[src/rtl/srp_bram_reader.sv]
// rtl/srp_bram_reader.sv - sequential circular BRAM reader streaming words through a credit-controlled FIFO
module srp_bram_reader #(
    parameter int ADDR_W = 12,
    parameter int DATA_W = 32,
    parameter int DEPTH  = 2097,
    parameter int FIFO_D = 4
) (
    input  logic              clk,
    input  logic              rst_n,
    input  logic              start,
    input  logic [ADDR_W-1:0] base_addr,
    input  logic [ADDR_W-1:0] length,
    output logic              busy,
    output logic              done,
    output logic              err,
    output logic              bram_en,
    output logic              bram_we,
    output logic [ADDR_W-1:0] bram_addr,
    input  logic [DATA_W-1:0] bram_dout,
    output logic [DATA_W-1:0] m_data,
    output logic              m_valid,
    input  logic              m_ready,
    output logic              m_last
);

    localparam int PTR_W = $clog2(FIFO_D);
    localparam int CNT_W = PTR_W + 1;

    localparam logic [1:0] S_IDLE  = 2'd0;
    localparam logic [1:0] S_READ  = 2'd1;
    localparam logic [1:0] S_DRAIN = 2'd2;

    localparam logic [ADDR_W-1:0] LAST_ADDR = ADDR_W'(DEPTH - 1);
    localparam logic [ADDR_W-1:0] ONE       = ADDR_W'(1);

    logic [1:0]        state;
    logic [ADDR_W-1:0] rd_addr;
    logic [ADDR_W-1:0] issue_left;
    logic [ADDR_W-1:0] out_left;
    // A read issued last cycle has its data on bram_dout this cycle.
    logic              rd_pend;

    logic [DATA_W-1:0] fifo_mem [FIFO_D];
    logic [PTR_W-1:0]  wr_ptr;
    logic [PTR_W-1:0]  rd_ptr;
    logic [CNT_W-1:0]  occ;

    logic [1:0]        in_flight;
    logic              credit_ok;
    logic              issue;
    logic              push;
    logic              pop;
    logic              bad_base;

    // Credits are taken from registered occupancy plus outstanding reads, so a
    // slot is always reserved for every word still coming back from the BRAM.
    assign in_flight = {1'b0, rd_pend};
    assign credit_ok = (32'(occ) + 32'(in_flight)) < FIFO_D;
    assign issue     = (state == S_READ) && (issue_left != '0) && credit_ok;
    assign push      = rd_pend;

    assign bram_en   = issue;
    assign bram_we   = 1'b0;
    assign bram_addr = rd_addr;

    assign m_valid   = (occ != '0);
    assign pop       = m_valid && m_ready;
    assign m_data    = fifo_mem[rd_ptr];
    assign m_last    = m_valid && (out_left == ONE);

    assign busy      = (state != S_IDLE);
    assign bad_base  = 32'(base_addr) >= DEPTH;

    // Command sequencing: accept/reject in IDLE, issue reads, finish on the last beat.
    always_ff @(posedge clk or negedge rst_n) begin
        if (!rst_n) begin
            state      <= S_IDLE;
            rd_addr    <= '0;
            issue_left <= '0;
            out_left   <= '0;
            rd_pend    <= 1'b0;
            done       <= 1'b0;
            err        <= 1'b0;
        end else begin
            done    <= 1'b0;
            err     <= 1'b0;
            rd_pend <= issue;
            case (state)
                S_IDLE: begin
                    if (start) begin
                        if (bad_base) begin
                            err <= 1'b1;
                        end else if (length == '0) begin
                            done <= 1'b1;
                        end else begin
                            state      <= S_READ;
                            rd_addr    <= base_addr;
                            issue_left <= length;
                            out_left   <= length;
                        end
                    end
                end
                S_READ: begin
                    if (issue) begin
                        issue_left <= issue_left - ONE;
                        rd_addr    <= (rd_addr == LAST_ADDR) ? '0 : rd_addr + ONE;
                        if (issue_left == ONE) begin
                            state <= S_DRAIN;
                        end
                    end
                end
                default: ;
            endcase
            if (pop) begin
                out_left <= out_left - ONE;
                if (m_last) begin
                    done  <= 1'b1;
                    state <= S_IDLE;
                end
            end
        end
    end

    // Output FIFO: captures returning BRAM data and hands it to the stream in order.
    always_ff @(posedge clk or negedge rst_n) begin
        if (!rst_n) begin
            wr_ptr <= '0;
            rd_ptr <= '0;
            occ    <= '0;
            for (int i = 0; i < FIFO_D; i++) begin
                fifo_mem[i] <= '0;
            end
        end else begin
            if (push) begin
                fifo_mem[wr_ptr] <= bram_dout;
                wr_ptr           <= wr_ptr + PTR_W'(1);
            end
            if (pop) begin
                rd_ptr <= rd_ptr + PTR_W'(1);
            end
            case ({push, pop})
                2'b10:   occ <= occ + CNT_W'(1);
                2'b01:   occ <= occ - CNT_W'(1);
                default: ;
            endcase
        end
    end

endmodule

[config.mk]
export PLATFORM = sky130hd
export DESIGN_NAME = srp_bram_reader
export DESIGN_NICKNAME = d
export VERILOG_FILES = /design/src/rtl/srp_bram_reader.sv
export SDC_FILE = /design/constraint.sdc
export NUM_CORES = 1
export LEC_CHECK = 0
export ABC_AREA = 1
export CORE_AREA = 8 8 131 133
export DETAILED_ROUTE_END_ITERATION = 8
export DIE_AREA = 0 0 139 141
export GPL_TIMING_DRIVEN = 1
export PLACE_DENSITY = 0.84
export SLEW_MARGIN = 20
export SYNTH_ARGS = -nofsm -noshare
export SYNTH_HDL_FRONTEND = slang
export SYNTH_SLANG_ARGS = --single-unit
[constraint.sdc]
create_clock -name clk -period 6.03 [get_ports clk]
set_clock_uncertainty 0.2 [all_clocks]
set_input_delay 1.206 -clock clk [delete_from_list [all_inputs] [get_ports clk]]
set_output_delay 1.206 -clock clk [all_outputs]
set_load 0.02 [all_outputs]
# Word-level counts from Yosys, hierarchy flattened
# Cells that the tools add are included.
# totals
register_bits,176
latchBits,0
mem_bits_rw,0
rom_bits,0
out_inout_bits,51
word_cells,94
memories,0
# op_classes
add_sub_neg,8
multipliers,0
div,0
n_lt_le_gt_ge,5
eq_ne,12
n_shift,0
muxes,37
bitwise,2
n_reduce_logical,16
# op_table
op,count
$mux W12,11
$bwmux W128,1
$mux W32,3
$bmux W32 S2,1
$demux W32 S2,1
$pmux W12 S2,2
$eq A12 B1 Y1 const B,2
$sub A12 B1 Y12 const B,2
$mux W2,7
$add A12 B1 Y12 const B,1
$eq A12 B12 Y1 const B,1
$ge A12 B12 Y1 const B,1
$logic_not A12 Y1,1
$ne A2 B2 Y1 const B,6
$reduce_bool A12 Y1,1
$reduce_bool A2 Y1,5
$mux W1,9
$ge A3 B3 Y1 const B,2
$not A2 Y3,2
$pmux W3 S2,1
$logic_and A1 B1 Y1,5
$reduce_and A5 Y1,1
$add A2 B1 Y2 const B,2
$add A3 B1 Y4,1
10 further kinds,11

# Logic depth before layout (Yosys ltp)
# depth
ltp_word,7
ltp_mapped,11

# Worst setup path after synthesis
# Ideal clock, no wire load.
# synth_path
path_type,input-to-reg
start,in m_ready
end,reg occ[2]
t_arrival_ps,2577
slack_ps,3123
stages,9
n_path_buf,1
cell_sequence,nand2_1 -> inv_1 -> clkbuf_1 -> ha_1 -> inv_1 -> fa_1 -> a21oi_1 -> o21ai_0 -> xor2_1
# synth_between
elab_chain_len,3
elab_cells_between_ends,5
classes_between,2 x eq/ne; 1 x mux; 2 x reduce/logical
# synth_lines
item,line,rtl
"start, declared",22,"input logic m_ready,"
$logic_and A1 B1 Y1 (*),67,assign pop = m_valid && m_ready;
via pop,52,logic pop;
$eq A2 B1 Y1 or $eq A2 B2 Y1 (tied branches),141,"case ({push, pop})"
$pmux W3 S2 or $reduce_bool A2 Y1 (tied branches),-,
"end signal, assigned",142,2'b10: occ <= occ + CNT_W'(1);
"end signal, assigned",143,2'b01: occ <= occ - CNT_W'(1);
"end, declared",46,logic [CNT_W-1:0] occ;
# Mark *: on every way through the listed nets, which the timed path passes. The rest lies on a longest branch.
# A chain may end at the register's enable or synchronous reset.

# Worst setup path after layout
# layout_path
start,reg rd_ptr[1]
end,out m_data[0]
# layout_between
elab_chain_len,4
# layout_lines
item,line,rtl
"start, declared",45,logic [PTR_W-1:0] rd_ptr;
"start signal, assigned",139,rd_ptr <= rd_ptr + PTR_W'(1);
$not A2 Y3 (not written as such),68,assign m_data = fifo_mem[rd_ptr];
$bmux W32 S2,68,
$mux W32 (not written as such) (2 in series),68,
"end, declared",20,"output logic [DATA_W-1:0] m_data,"
# Every way passes these cells. The select of a mux whose other input is x is not followed.

==> flow_summary.toml <==
[run_status]
outcome = "finished, final reports clean"

[finish]
num-fill-cells = 1177
syn_to_final_growth_pct = 19.2
fin_nets = 1296
drive_above_1_share_pct = 4.77
diodes = 0

[place]
port_buffers = 109
gp_congestion = 0.923
place_hpwl_mm = 14.3

[detailed_routing]
viasPerCell = 5.66
drtIter0Drc = 689
drc = 0
vias = 8054
ant_nets = 0
post_drt_wl_per_cell_microns = 15.7
wirelength_mm = 22.3
drtPass1Iterations = 5

[synthesis]
synth-warning-count = 0
synth_area_per_cell_sq_um = 7.69
synth-edff-count = 0
yosysSeqAreaShare_pct = 49.6
synth_nets = 1228
netlist_area_sq_um = 8880
ys_seq_elements = 176
postSynthCellCount = 1155
synthArstFlopShare_pct = 100
synthFlopType = "dfrtp_1"
ys_types = 33

[clocking]
cts_resized = 0
clockBufferDepth = 2
clk_pin_slew_ns = 0.06
ctsHtreeMaxLevel = 4
cts_root_buffer = "clkbuf_16"
hold_buffers = 0
clkSinkCount = 176
numCtsBuffers = 17
post-cts-setup-buffer-count = 0
cts_tree = "built"
clk-insertion-delay-late_ns = 0.43

[min_path]
holdPathStages = 2
min_path_type = "flip-flop to flip-flop"

[critical_path]
start_kind = "flip-flop"
cp.arrival_ns = 3.37
critPathKind = "flip-flop to output port"
cp-end-kind = "output port"
cp.required_ns = 4.62
worstPathMaxFanout = 34
reg2reg_depth = 8

[timing]
slew_headroom_pct = 26.4
tns_ns = 0
max_slew.worst_pin.slew_ns = 1.10
rsz0062_at_grt = "false"
max_freq_mhz = 209
finalHoldViolations = 0
setup_viol = 0
period_share_pct = 79.2
maxSlewViolCount = 0
holdWs_ns = 0.280
period_minus_slack_ns = 4.78

[power]
power_switching_mw = 2.01
peakVddDrop_uv = 301
power_frac_comb_pct = 40.8
intPower_mw = 2.95
clkPwrFrac_pct = 22.6
p_sw_share_pct = 40.5
power_frac_seq_pct = 36.6
cellLeakagePower_nw = 5.18
power.density_nw_per_um2 = 469

[die]
initial_core_util_pct = 59.3
rows = 45
fp.dieW_microns = 139
io_pins = 111
dieArea_sq_um = 19600
core-area_sq_um = 15000
die_h_microns = 141

[flow_run]
drv_cap = 0

[global_routing]
grt_pass1_wl_mm = 37.4
grt_start_max_net_pins = 90
track_usage_pct = 23.1
grt_overflow = 0
grt_pass1_vias = 7654
antenna_found_initial = 0
layout by cell type, fill, tap and decap left out, types with 2 or more instances in the layout:
| cell type | n |
|---|---|
| buf_4 | 5 |
| xor2_1 | 10 |
| clkdlybuf4s50_1 | 108 |
| inv_6 | 2 |
| nor3_1 | 3 |
| inv_8 | 2 |
| nand3b_1 | 4 |
| nor2_2 | 2 |
| nand2_2 | 9 |
| o22ai_1 | 32 |
| nand2_1 | 323 |
| clkinv_2 | 3 |
| clkbuf_8 | 4 |
| nand4_1 | 8 |
| bufinv_16 | 2 |
| a21oi_1 | 3 |
| nand3_1 | 67 |
| nor2_1 | 124 |
| inv_1 | 79 |
| dfrtp_1 | 175 |
| o21ai_0 | 219 |
| xnor2_1 | 3 |
| nand2_4 | 4 |
| ha_1 | 12 |
| clkbuf_16 | 17 |
kinds of logic (layout without fill, tap and decap cells):
group                    Yosys count  after routing  synth area share (%)
buffers and inverters            145            226                  6.69
adder cells (fa/ha/maj)           13             13                  1.92
XOR/XNOR                          13             13                  1.28
AND/OR/NAND/NOR                  550            550                  25.3
AO/OA/AOI/OAI                    257            257                  15.2
other                              1              1                0.0422
flip-flops                       176            176                  49.6
flip-flops by register name (all words and copies together) (netlist names):
register	flops
state	2
bram_addr	12
wr_ptr	2
out_left	12
occ	3
err	1
rd_ptr	2
done	1
fifo_mem	128
issue_left	12
push	1
Yosys cell counts, types with 4 or more instances:
cell type,n,area [sq um]
nand3_1,67,335
nor2_1,124,465
inv_1,80,300
ha_1,12,150
buf_2,7,35.0
o21ai_0,219,1100
nand2_2,8,50.1
dfrtp_1,176,4400
clkbuf_1,50,188
nand3b_1,4,30.0
nand2_1,327,1230
o22ai_1,32,200
nand4_1,8,50.1
xor2_1,10,87.6
buf_6,4,45.0
per-layer routing:
layer / routed length [microns] / up-vias / track usage (%)
met2: 10700 / 299 / 37.8
met3: 1680 / 35 / 5.87
met5: 0 / - / 0
met4: 344 / 0 / 6.93
li1: - / 3883 / -
met1: 9650 / 3837 / 29.7
stage by stage:
| step | instances | power [mW] | area, sq um | utilization (%) | setup slack, ns |
|---|---|---|---|---|---|
| global route | 1424 | 5.30 | 10600 | 70.7 | 1.01 |
| finish | 1424 | 4.96 | 10600 | 70.7 | 1.25 |
| detailed placement | 1392 | 3.84 | 9960 | 66.5 | 1.68 |
| floorplan | 1155 | 3.07 | 8880 | - | 3.12 |
| CTS | 1424 | 4.97 | 10600 | 70.6 | 1.24 |
| global placement | 1392 | 3.77 | 9960 | 66.5 | 1.82 |
critical path, stage by stage (launching register included):
cell and delay [ns]:
dfrtp_1 0.80, inv_1 0.99, o21ai_0 0.26, o22ai_1 0.20, clkdlybuf4s50_1 0.67
worst paths after layout:
check,slack [ns],endpoint,startpoint
min reg2reg,0.28,fifo_mem[85],fifo_mem[85]
min,0.28,fifo_mem[85],fifo_mem[85]
min in group asynchronous,0.64,fifo_mem[73],rst_n
max reg2reg,2.80,occ[1],occ[0]
max in group asynchronous,3.87,fifo_mem[17],rst_n
max,1.25,m_data[0],rd_ptr[1]
layout make-up:
class | instances | area, sq um | share of cell area (%)
Clock inverter | 10 | 123 | 1.16
Multi-Input combinational cell | 834 | 3910 | 36.9
Timing Repair Buffer | 114 | 1130 | 10.7
Tap cell | 188 | 235 | 2.22
Clock buffer | 22 | 484 | 4.58
Sequential cell | 176 | 4410 | 41.6
Inverter | 80 | 300 | 2.84
power by group through the flow:
stage | Clock [mW] | Sequential (mW) | Combinational (mW)
2_1_floorplan | 0 | 1.75 | 1.32
5_1_grt | 1.18 | 1.86 | 2.26
3_5_place_dp | 0 | 1.82 | 2.02
6_report | 1.12 | 1.82 | 2.03
4_1_cts | 1.13 | 1.81 | 2.03
3_3_place_gp | 0 | 1.81 | 1.96
(Power assumes the default switching activity.)
